**src/rtl/rf_pkg.sv**
```systemverilog
// Shared types and constants for the register-file writeback arbiter.
package rf_pkg;

  localparam int unsigned DATA_W = 32;
  localparam int unsigned ADDR_W = 5;
  localparam logic [4:0]  REG_ZERO = 5'd0;

  typedef enum logic {
    PRI_MEM = 1'b0,
    PRI_ALU = 1'b1
  } arb_state_e;

endpackage

```
**src/rtl/rf_wb_out_reg.sv**
```systemverilog
// Registered register-file write stage: we/addr/data flops with $zero suppression.
module rf_wb_out_reg
  import rf_pkg::*;
#(
  parameter int unsigned AW = rf_pkg::ADDR_W,
  parameter int unsigned DW = rf_pkg::DATA_W
) (
  input  logic          clk,
  input  logic          rst_n,
  input  logic          wr_valid_i,
  input  logic [AW-1:0] wr_addr_i,
  input  logic [DW-1:0] wr_data_i,
  output logic          rf_we_o,
  output logic [AW-1:0] rf_waddr_o,
  output logic [DW-1:0] rf_wdata_o
);

  logic          we_q,    we_d;
  logic [AW-1:0] waddr_q, waddr_d;
  logic [DW-1:0] wdata_q, wdata_d;

  // Writes to $zero are accepted upstream but never reach the register file;
  // addr/data keep showing the last real write.
  always_comb begin
    we_d    = wr_valid_i && (wr_addr_i != AW'(REG_ZERO));
    waddr_d = waddr_q;
    wdata_d = wdata_q;
    if (we_d) begin
      waddr_d = wr_addr_i;
      wdata_d = wr_data_i;
    end
  end

  always_ff @(posedge clk or negedge rst_n) begin
    if (!rst_n) begin
      we_q    <= 1'b0;
      waddr_q <= '0;
      wdata_q <= '0;
    end else begin
      we_q    <= we_d;
      waddr_q <= waddr_d;
      wdata_q <= wdata_d;
    end
  end

  assign rf_we_o    = we_q;
  assign rf_waddr_o = waddr_q;
  assign rf_wdata_o = wdata_q;

endmodule

```
**src/rtl/rf_wb_arbiter.sv**
```systemverilog
// Load-priority writeback arbiter with ALU starvation guard.
// Optional macro RF_WB_STATS_EN adds the conflict_cnt statistics output.
module rf_wb_arbiter
  import rf_pkg::*;
#(
  parameter int unsigned DATA_W       = rf_pkg::DATA_W,
  parameter int unsigned ADDR_W       = rf_pkg::ADDR_W,
  parameter int unsigned STARVE_LIMIT = 4
) (
  input  logic              clk,
  input  logic              rst_n,
  input  logic              alu_valid,
  output logic              alu_ready,
  input  logic [ADDR_W-1:0] alu_addr,
  input  logic [DATA_W-1:0] alu_data,
  input  logic              mem_valid,
  output logic              mem_ready,
  input  logic [ADDR_W-1:0] mem_addr,
  input  logic [DATA_W-1:0] mem_data,
  output logic              rf_we,
  output logic [ADDR_W-1:0] rf_waddr,
  output logic [DATA_W-1:0] rf_wdata,
`ifdef RF_WB_STATS_EN
  output logic [15:0]       conflict_cnt,
`endif
  output logic [3:0]        starve_cnt
);

  if (STARVE_LIMIT < 1 || STARVE_LIMIT > 15) begin : g_bad_limit
    $error("rf_wb_arbiter: STARVE_LIMIT must be in 1..15");
  end

  localparam logic [3:0] LIMIT = 4'(STARVE_LIMIT);

  arb_state_e state_q, state_d;
  logic [3:0] starve_q, starve_d;
  logic       alu_rdy, mem_rdy;
  logic       alu_hs, mem_hs, conflict;

  logic              wr_valid;
  logic [ADDR_W-1:0] wr_addr;
  logic [DATA_W-1:0] wr_data;

  assign conflict = alu_valid && mem_valid;

  always_comb begin
    alu_rdy  = 1'b0;
    mem_rdy  = 1'b0;
    state_d  = state_q;
    starve_d = starve_q;
    unique case (state_q)
      PRI_MEM: begin
        mem_rdy = mem_valid;
        alu_rdy = alu_valid && !mem_valid;
        if (conflict) begin
          if (starve_q < LIMIT) starve_d = starve_q + 4'd1;
          if (starve_d == LIMIT) state_d = PRI_ALU;
        end
        if (alu_rdy) starve_d = '0;
      end
      PRI_ALU: begin
        alu_rdy  = alu_valid;
        mem_rdy  = mem_valid && !alu_valid;
        // Either the ALU is served now or it withdrew; both end the forced phase.
        state_d  = PRI_MEM;
        starve_d = '0;
      end
      default: begin
        state_d  = PRI_MEM;
        starve_d = '0;
      end
    endcase
  end

  // Ready is held low during reset so nothing handshakes into a cleared pipeline.
  assign alu_ready = rst_n && alu_rdy;
  assign mem_ready = rst_n && mem_rdy;
  assign alu_hs    = alu_valid && alu_ready;
  assign mem_hs    = mem_valid && mem_ready;

  assign wr_valid = alu_hs || mem_hs;
  assign wr_addr  = alu_hs ? alu_addr : mem_addr;
  assign wr_data  = alu_hs ? alu_data : mem_data;

  always_ff @(posedge clk or negedge rst_n) begin
    if (!rst_n) begin
      state_q  <= PRI_MEM;
      starve_q <= '0;
    end else begin
      state_q  <= state_d;
      starve_q <= starve_d;
    end
  end

  assign starve_cnt = starve_q;

  rf_wb_out_reg #(
    .AW(ADDR_W),
    .DW(DATA_W)
  ) u_out_reg (
    .clk        (clk),
    .rst_n      (rst_n),
    .wr_valid_i (wr_valid),
    .wr_addr_i  (wr_addr),
    .wr_data_i  (wr_data),
    .rf_we_o    (rf_we),
    .rf_waddr_o (rf_waddr),
    .rf_wdata_o (rf_wdata)
  );

`ifdef RF_WB_STATS_EN
  logic [15:0] conflict_q;

  always_ff @(posedge clk or negedge rst_n) begin
    if (!rst_n) begin
      conflict_q <= '0;
    end else if (conflict && conflict_q != '1) begin
      conflict_q <= conflict_q + 16'd1;
    end
  end

  assign conflict_cnt = conflict_q;
`endif

endmodule
```
**config.mk**
```make
export PLATFORM = sky130hd
export DESIGN_NAME = rf_wb_arbiter
export DESIGN_NICKNAME = d
export VERILOG_FILES = /design/src/rtl/rf_pkg.sv /design/src/rtl/rf_wb_out_reg.sv /design/src/rtl/rf_wb_arbiter.sv
export SDC_FILE = /design/constraint.sdc
export NUM_CORES = 1
export LEC_CHECK = 0
export CORE_MARGIN = 2
export CORE_UTILIZATION = 42
export DETAILED_ROUTE_END_ITERATION = 8
export GPL_TIMING_DRIVEN = 1
export PLACE_DENSITY = 0.95
export RECOVER_POWER = 50
export REMOVE_ABC_BUFFERS = 1
export SLEW_MARGIN = 5
export SYNTH_ARGS = -nofsm -noshare
export SYNTH_HDL_FRONTEND = slang
export SYNTH_HIERARCHICAL = 1
export SYNTH_SLANG_ARGS = --single-unit
```
**constraint.sdc**
```tcl
create_clock -name clk -period 7.9 [get_ports clk]
set_clock_uncertainty 0.1 [all_clocks]
set_input_delay 1.58 -clock clk [delete_from_list [all_inputs] [get_ports clk]]
set_output_delay 1.58 -clock clk [all_outputs]
set_load 0.01 [all_outputs]
```
==> Word level (Yosys, flattened, before mapping) <==
Cells that the tools add are included.
{ "totals": {"elab_cells": 35, "in_bits": 78, "ff_bits": 43, "output_inout_bits": 44} }
{ "op_classes": {"n_bitwise": 1, "n_lt_le_gt_ge": 1, "muxes": 13, "reduce_logical": 12, "n_addsub": 1, "n_eq_ne": 2} }
{ "ops": {"columns": ["op", "n"], "rows": [
  ["$mux W32", 1],
  ["$mux W4", 5],
  ["$logic_and A1 B1 Y1", 8],
  ["$pmux W4 S2", 1],
  ["$pmux W1 S2", 3],
  ["$mux W5", 1],
  ["$reduce_bool A5 Y1", 1],
  ["$add A4 B1 Y4 const B", 1],
  ["$eq A4 B3 Y1 const B", 1],
  ["$lt A4 B3 Y1 const B", 1],
  ["$ne A3 B3 Y1 const B", 1],
  ["$logic_not A1 Y1", 2],
  ["$mux W1", 2],
  ["$logic_or A1 B1 Y1", 1],
  ["$not A1 Y1", 1]
]} }

==> Longest topological paths before layout <==
Gate-level depths: netlist of the first run.
{ "depth": {"word_depth": 8, "mapped_depth": 9, "ltp_nobuf": 6} }

==> Modules after synthesis <==
The synthesis of the first run kept the hierarchy.
{ "modules_own_cells": {"columns": ["mod", "area_each_um2", "instances", "cells_each", "seq_area_each_um2"], "rows": [
  ["rf_wb_out_reg", 1436.4, 1, 84, 950.9],
  ["rf_wb_arbiter", 855.8, 1, 73, 125.1]
]} }

==> Worst setup path before layout of the first run <==
Ideal clock, no wire load.
{ "synth_path": {"kind": "input-to-reg", "from": "input port mem_valid", "to": "register u_out_reg.wdata_q[10] (netlist: u_out_reg/rf_wdata_o[10])", "arrival_time_ps": 3792, "stages": 9, "setup_time_ps": 125, "t_required_ps": 7675, "path_slack_ps": 3883, "path_buffers": 3, "cell_sequence": "buf_4 > nand2b_4 > and3_4 > buf_6 > mux2_2 > or4_4 > o21ai_4 > buf_6 > mux2_2"} }
{ "synth_between": {"elab_chain_len": 8, "word_cells_on_any_way": 14, "cone_classes": "mux (4); reduce/logical (10)"} }
{ "synth_rtl": {"columns": ["element", "line_no", "source"], "rows": [
  ["start: declaration", "rf_wb_arbiter.sv:16", "input logic mem_valid,"],
  ["$logic_not A1 Y1", "rf_wb_arbiter.sv:54", "alu_rdy = alu_valid && !mem_valid;"],
  ["$logic_and A1 B1 Y1", "rf_wb_arbiter.sv:54", null],
  ["$pmux W1 S2", "rf_wb_arbiter.sv:51", "unique case (state_q)"],
  ["$logic_and A1 B1 Y1", "rf_wb_arbiter.sv:76", "assign alu_ready = rst_n && alu_rdy;"],
  ["$logic_and A1 B1 Y1", "rf_wb_arbiter.sv:78", "assign alu_hs = alu_valid && alu_ready;"],
  ["$mux W5", "rf_wb_arbiter.sv:82", "assign wr_addr = alu_hs ? alu_addr : mem_addr;"],
  ["named net wr_addr[1]", "rf_wb_arbiter.sv:41", "logic [ADDR_W-1:0] wr_addr;"],
  ["$reduce_bool A5 Y1", "rf_wb_out_reg.sv:25", "we_d = wr_valid_i && (wr_addr_i != AW'(REG_ZERO));"],
  ["$logic_and A1 B1 Y1", "rf_wb_out_reg.sv:25", null],
  ["end signal: assignment", "rf_wb_out_reg.sv:42", "wdata_q <= wdata_d;"],
  ["end: declaration", "rf_wb_out_reg.sv:20", "logic [DW-1:0] wdata_q, wdata_d;"]
]} }
The timed path passes the listed nets, and every way through them passes these cells.
A chain may end at the register's enable or synchronous reset.

==> Worst setup path in the final report of the first run <==
{ "layout_path": {"from": "input port rst_n", "to": "output port alu_ready"} }
{ "layout_between": {"elab_chain_len": 1} }
{ "layout_rtl": {"columns": ["element", "line_no", "source"], "rows": [
  ["start: declaration", "rf_wb_arbiter.sv:11", "input logic rst_n,"],
  ["$logic_and A1 B1 Y1", "rf_wb_arbiter.sv:76", null],
  ["end: declaration", "rf_wb_arbiter.sv:13", "output logic alu_ready,"]
]} }
Every way passes these cells.

==> out/results.tsv, run 1 <==
stage	metric	value	unit
cts	clock_latency	0.29	ns
global_routing	overflow	0	
detailed_routing	dr.pass1.iters	4	
global_routing	antenna_found_initial	0	
logic_synthesis	avgSynthCellArea	14.6	µm²
logic_synthesis	synthCells	157	
global_routing	grt_pass1_wl	8.81	mm
power	total_power	0.661	mW
min_path	hold_class	reg -> reg	
logic_synthesis	synth-seq-cells	43	
timing	max_slew_margin	28.7	%
die	start_util	44.3	%
placement	gp_congestion	0.758	
cts	cts.htree.levels	2	
timing	worst_pin_slew	1.06	ns
die	die_h	77.9	µm
setup_path	crit_family	buffers and inverters	
detailed_routing	wl_met2	2.85	mm
detailed_routing	top_layer_used	met4	
timing	slew_viol_final	0	
global_routing	grt_pass1_vias	1816	
logic_synthesis	ys_types	29	
detailed_routing	vias	1744	
timing	final_hold_viol_count	0	
logic_synthesis	synth-edff-count	0	
die	num_rows	26	
power	peakVddDrop	0.0994	mV
global_routing	grtUsageTotal	18.3	%
timing	layout_worst_path_cycle_share	69.0	%
setup_path	end_kind	output pin	
timing	maxClockFrequency	183	MHz
cts	cts_resized	0	
placement	io_buffers	121	
cells_and_area	antennaDiodeCount	0	
power	p_leak	1.47	nW
detailed_routing	dr_wl_met3	372	µm
timing	grt_setup_unrepaired	false	
logic_synthesis	synth-main-ff-cell	dfrtp_1	
setup_path	worstPathRequired	6.22	ns
logic_synthesis	seq_area_frac_synth	46.9	%
cts	cts_tree	done	
cts	ctsHoldBuffers	0	
die	coreArea	0.00517	mm²
detailed_routing	m1WireLength	2.16	mm
logic_synthesis	netlist_area	0.00229	mm²
detailed_routing	wl	5.45	mm
setup_path	setup.worst_path.class	in -> out	
cts	clkTransAtPathRegs	0.07	ns
detailed_routing	wl_per_cell	15.7	µm
cts	cts_buffers	5	
setup_path	cp_slowest_cell	and3_4	
setup_path	cp.buffers_inverters	2	
cts	cts_buffer_depth	2	
detailed_routing	drt_iter0_markers	45	
detailed_routing	ant_nets	0	
timing	whs	0.400	ns
setup_path	slowest_delay	0.77	ns
die	boundaryPins	122	
placement	place_area	0.00348	mm²
cells_and_area	final_cell_area	0.00358	mm²
die	die_width	77.9	µm
die	dieArea	0.00606	mm²
setup_path	cp.arrival	3.77	ns
logic_synthesis	async_flop_share	100	%
setup_path	cp-start-kind	input pin	
cells_and_area	fin_nets	354	
cells_and_area	drive_gt1_share	29.7	%
logic_synthesis	yosysWarnings	6	
timing	fin_crit	5.45	ns
setup_path	cp_cell_sequence	buf_2 > and3_4 > clkdlybuf4s50_1	
cts	post_cts_buffers	0	
timing	setup_viol	0	
job	maxCapViolCount	0	
placement	dp_hpwl	4.00	mm
cells_and_area	syn2layout_area_growth	56.4	%
cts	clockRootBuffer	clkbuf_8	
timing	fin_tns_setup	0	ns
cts	clock_sinks	43	
detailed_routing	viasPerCell	5.04	
detailed_routing	post-route-drc-count	0	
power	power.density	184	mW/mm²
run_status	status	completed	
setup_path	crit_fanout	46	
global_routing	grt_max_degree	47	
## per-stage QoR
step	util (%)	setup WS (ns)	std cells
after floorplan	-	3.53	147
after global placement	67.2	2.34	338
after detailed placement	67.2	2.19	338
after CTS	69.4	2.38	346
after global routing	69.3	2.22	346
final	69.3	2.45	346
## path summary, 6_finish.rpt
kind	from	end	slack (ns)	depth (start not counted)
setup / recovery	rst_n	alu_ready	2.45	3
min in group asynchronous	rst_n	u_out_reg/rf_waddr_o[1]	1.35	1
hold / removal	u_out_reg/rf_wdata_o[13]	u_out_reg/rf_wdata_o[13]	0.40	1
max in group asynchronous	rst_n	u_out_reg/rf_wdata_o[25]	5.74	1
setup reg to reg	state_q	u_out_reg/rf_wdata_o[17]	4.21	6
hold reg to reg	u_out_reg/rf_wdata_o[13]	u_out_reg/rf_wdata_o[13]	0.40	1
## layout make-up
class / count / area (µm²)
inverters: 3 / 11.3
fillers: 383 / 1590
flip-flops and latches: 43 / 1080
multi-input cells: 101 / 1090
clock inverters: 3 / 43.8
repair buffers: 121 / 1210
clock buffers: 5 / 68.8
well taps: 70 / 87.6
## cells in the mapped netlist, types with 3 or more instances
master / count / area share (%)
mux2_4: 19 / 12
mux2_2: 50 / 25
inv_1: 3 / 0.49
buf_6: 4 / 2.0
a21oi_1: 3 / 0.65
a22o_1: 5 / 1.9
a31oi_1: 3 / 0.82
dfrtp_1: 43 / 47
## where the power goes
group          switching (mW)  leakage, nW  internal, mW  total [mW]
sequential             0.0242        0.515         0.255       0.280
clock                  0.0742       0.0581        0.0941       0.168
combinational          0.0747        0.897         0.138       0.213
## placed cells by master (no fill, tap or decap), types with 2 or more instances in the layout
cell,synthesis,layout
a21oi_1,3,3
clkdlybuf4s50_1,0,102
mux2_2,50,50
inv_1,3,3
o211ai_1,2,2
dfrtp_1,43,43
a22o_1,5,5
mux2_4,19,19
dlygate4sd3_1,0,18
clkbuf_8,0,5
nor2_1,2,2
nand2b_1,2,2
nand2_1,2,2
a31oi_1,3,3
## state kept, by name, summed over array words and instances, names as in the netlist
name,cells
u_out_reg/rf_wdata_o,32
u_out_reg/rf_waddr_o,5
starve_cnt,4
state_q,1
u_out_reg/rf_we_o,1
## logic make-up (layout without fill, tap and decap cells)
logic type | count (synthesis) | in the layout | synth area share (%)
AOI/OAI and AO/OA | 16 | 16 | 5.46
adders and majority gates | 1 | 1 | 0.546
buffers and inverters | 13 | 132 | 5.24
DFF | 43 | 43 | 46.9
muxes | 69 | 69 | 37.0
and+or+nand+nor | 15 | 15 | 4.80
## metal layers
metal / track usage [%] / up-vias
li1: - / 812
met1: 20.7 / 843
met2: 33.7 / 81
met3: 5.23 / 8
met4: 4.64 / 0
met5: 0 / -
Power figures use the tool's default switching activity.
==> run 2: changes to the inputs <==
CORE_UTILIZATION = 39   (was 42)
PLACE_DENSITY = 0.92   (was 0.95)
clock period = 5.65 ns   (was 7.9 ns; I/O delays follow)
==> run 2 against run 1 <==
  * Non-clock buffer count up 3
  * Critical endpoint unchanged
  * Wire length up 3.0%
  * Cell area up 0.31%
==> out/results.tsv, run 2 (same netlist as run 1, synthesis figures left out) <==
stage	metric	value	unit	change
cells_and_area	largest_reg_flops	32		unchanged
timing	grt_setup_unrepaired	false		
placement	dp_hpwl	4.32	mm	+8.1%
global_routing	antenna_found_initial	0		unchanged
timing	max_slew_margin	62.9	%	+34 points
cts	post_cts_buffers	0		unchanged
setup_path	end_kind	output pin		
global_routing	grtUsageTotal	17.0	%	-1.3 points
setup_path	setup.worst_path.class	in -> out		
cts	clkTransAtPathRegs	0.07	ns	about the same
setup_path	cp-start-kind	input pin		
timing	final_hold_viol_count	0		unchanged
die	coreArea	0.00561	mm²	+8.4%
placement	gp_congestion	0.781		+3.0%
die	num_rows	27		+3.8%
timing	slew_viol_final	0		unchanged
detailed_routing	post-route-drc-count	0		unchanged
die	start_util	40.9	%	-3.4 points
power	p_leak	1.47	nW	+0.27%
setup_path	crit_fanout	24		-48%
placement	place_area	0.00350	mm²	+0.72%
global_routing	grt_pass1_wl	8.42	mm	-4.5%
placement	place_inst	343		+1.5%
placement	io_buffers	121		unchanged
die	dieArea	0.00651	mm²	+7.3%
timing	fin_tns_setup	0	ns	unchanged
die	die_width	80.7	µm	+3.6%
detailed_routing	wl_per_cell	16.0	µm	+1.6%
timing	maxClockFrequency	220	MHz	
cells_and_area	drive_gt1_share	29.7	%	+0.039 points
cells_and_area	final_common_cell	clkdlybuf4s50_1		
setup_path	worstPathRequired	4.42	ns	-1.80 ns
job	maxCapViolCount	0		unchanged
timing	worst_pin_slew	0.557	ns	-0.508 ns
timing	setup_viol	0		unchanged
detailed_routing	viasPerCell	5.03		-0.24%
cts	clock_latency	0.28	ns	about the same
cells_and_area	final_cell_area	0.00360	mm²	+0.31%
cts	cts_buffer_depth	2		unchanged
global_routing	overflow	0		unchanged
timing	setup_slack	1.11	ns	-1.34 ns
cells_and_area	fin_nets	357		+0.85%
die	die_h	80.7	µm	+3.6%
cts	cts_tree	done		
placement	post-place-ws	1.04	ns	-1.15 ns
min_path	hold_class	reg -> reg		
cells_and_area	antennaDiodeCount	0		unchanged
cts	ctsHoldBuffers	0		unchanged
power	peakVddDrop	0.141	mV	+42%
cts	cts_buffers	5		unchanged
run_status	status	completed		
timing	layout_worst_path_cycle_share	80.4	%	
die	boundaryPins	122		unchanged
cells_and_area	final_cell_mix	clkdlybuf4s50_1, mux2_2, dfrtp_1, mux2_4, dlygate4sd3_1		
power	power.density	250	mW/mm²	+36%
cts	clock_sinks	43		unchanged
global_routing	grt_max_degree	46		-2.1%
cts	clockRootBuffer	clkbuf_8		
cts	cts_resized	0		unchanged
setup_path	cp.arrival	3.31	ns	-0.46 ns
detailed_routing	vias	1765		+1.2%
cells_and_area	syn2layout_area_growth	56.9	%	
detailed_routing	ant_nets	0		unchanged
detailed_routing	wl	5.61	mm	+3.0%
cts	cts.htree.levels	2		unchanged
cells_and_area	final_cells	351		+1.4%
detailed_routing	drt_iter0_markers	39		-13%
timing	fin_crit	4.54	ns	
power	total_power	0.898	mW	+36%
global_routing	grt_pass1_vias	1739		-4.2%
detailed_routing	dr.pass1.iters	4		unchanged
run 2: cell count changes in the layout (fill, tap and decap cells not counted), sizes merged:
cell | previous run | this run
bufinv | 1 | 0
clkinv | 2 | 0
buf | 1 | 3
clkbuf | 5 | 9
run 2: metrics by stage:
| step | util [%] | hold slack (ns) |
|---|---|---|
| detailed placement | 62.4 | 0.389 |
| floorplan | - | 0.365 |
| CTS | 64.2 | 0.410 |
| global placement | 62.4 | 0.387 |
| finish | 64.1 | 0.399 |
| global route | 64.1 | 0.409 |
run 2: final timing paths:
kind                            cells past startpoint                     start  slack [ns]                       end
worst max-delay path                                5                 mem_valid        1.11                 alu_ready
worst min-delay path                                1  u_out_reg/rf_wdata_o[27]        0.40  u_out_reg/rf_wdata_o[27]
worst max register to register                      7                   state_q        2.36   u_out_reg/rf_wdata_o[2]
worst min register to register                      1  u_out_reg/rf_wdata_o[27]        0.40  u_out_reg/rf_wdata_o[27]
max in group asynchronous                           2                     rst_n        4.15                   state_q
min in group asynchronous                           2                     rst_n        0.93             starve_cnt[1]
run 2: worst max-delay path, cell delays in order:
cell             delay, ns
dlygate4sd3_1         0.66
nand2b_2              0.12
and3_4                0.33
buf_4                 0.41
clkdlybuf4s50_1       0.62
run 2: final cells by class:
cell class              count  area, µm²
multi-input cells         101       1090
inverters                   3       11.3
flip-flops and latches     43       1080
fillers                   465       2010
well taps                  72       90.1
repair buffers            124       1230
clock buffers               8        100
run 2: power by group:
group / leakage (nW) / total [mW] / internal, mW / switching [mW]
clock: 0.0515 / 0.207 / 0.112 / 0.0958
combinational: 0.908 / 0.301 / 0.194 / 0.107
sequential: 0.515 / 0.390 / 0.357 / 0.0329
run 2: per-layer routing:
metal  vias up  global-route usage [%]  part of all wire, %
met5         -                       0                    0
met4         0                    5.42                 0.82
met3         4                    4.94                   11
met2        88                    29.5                   51
met1       857                    20.3                   38
li1        816                       -                    -
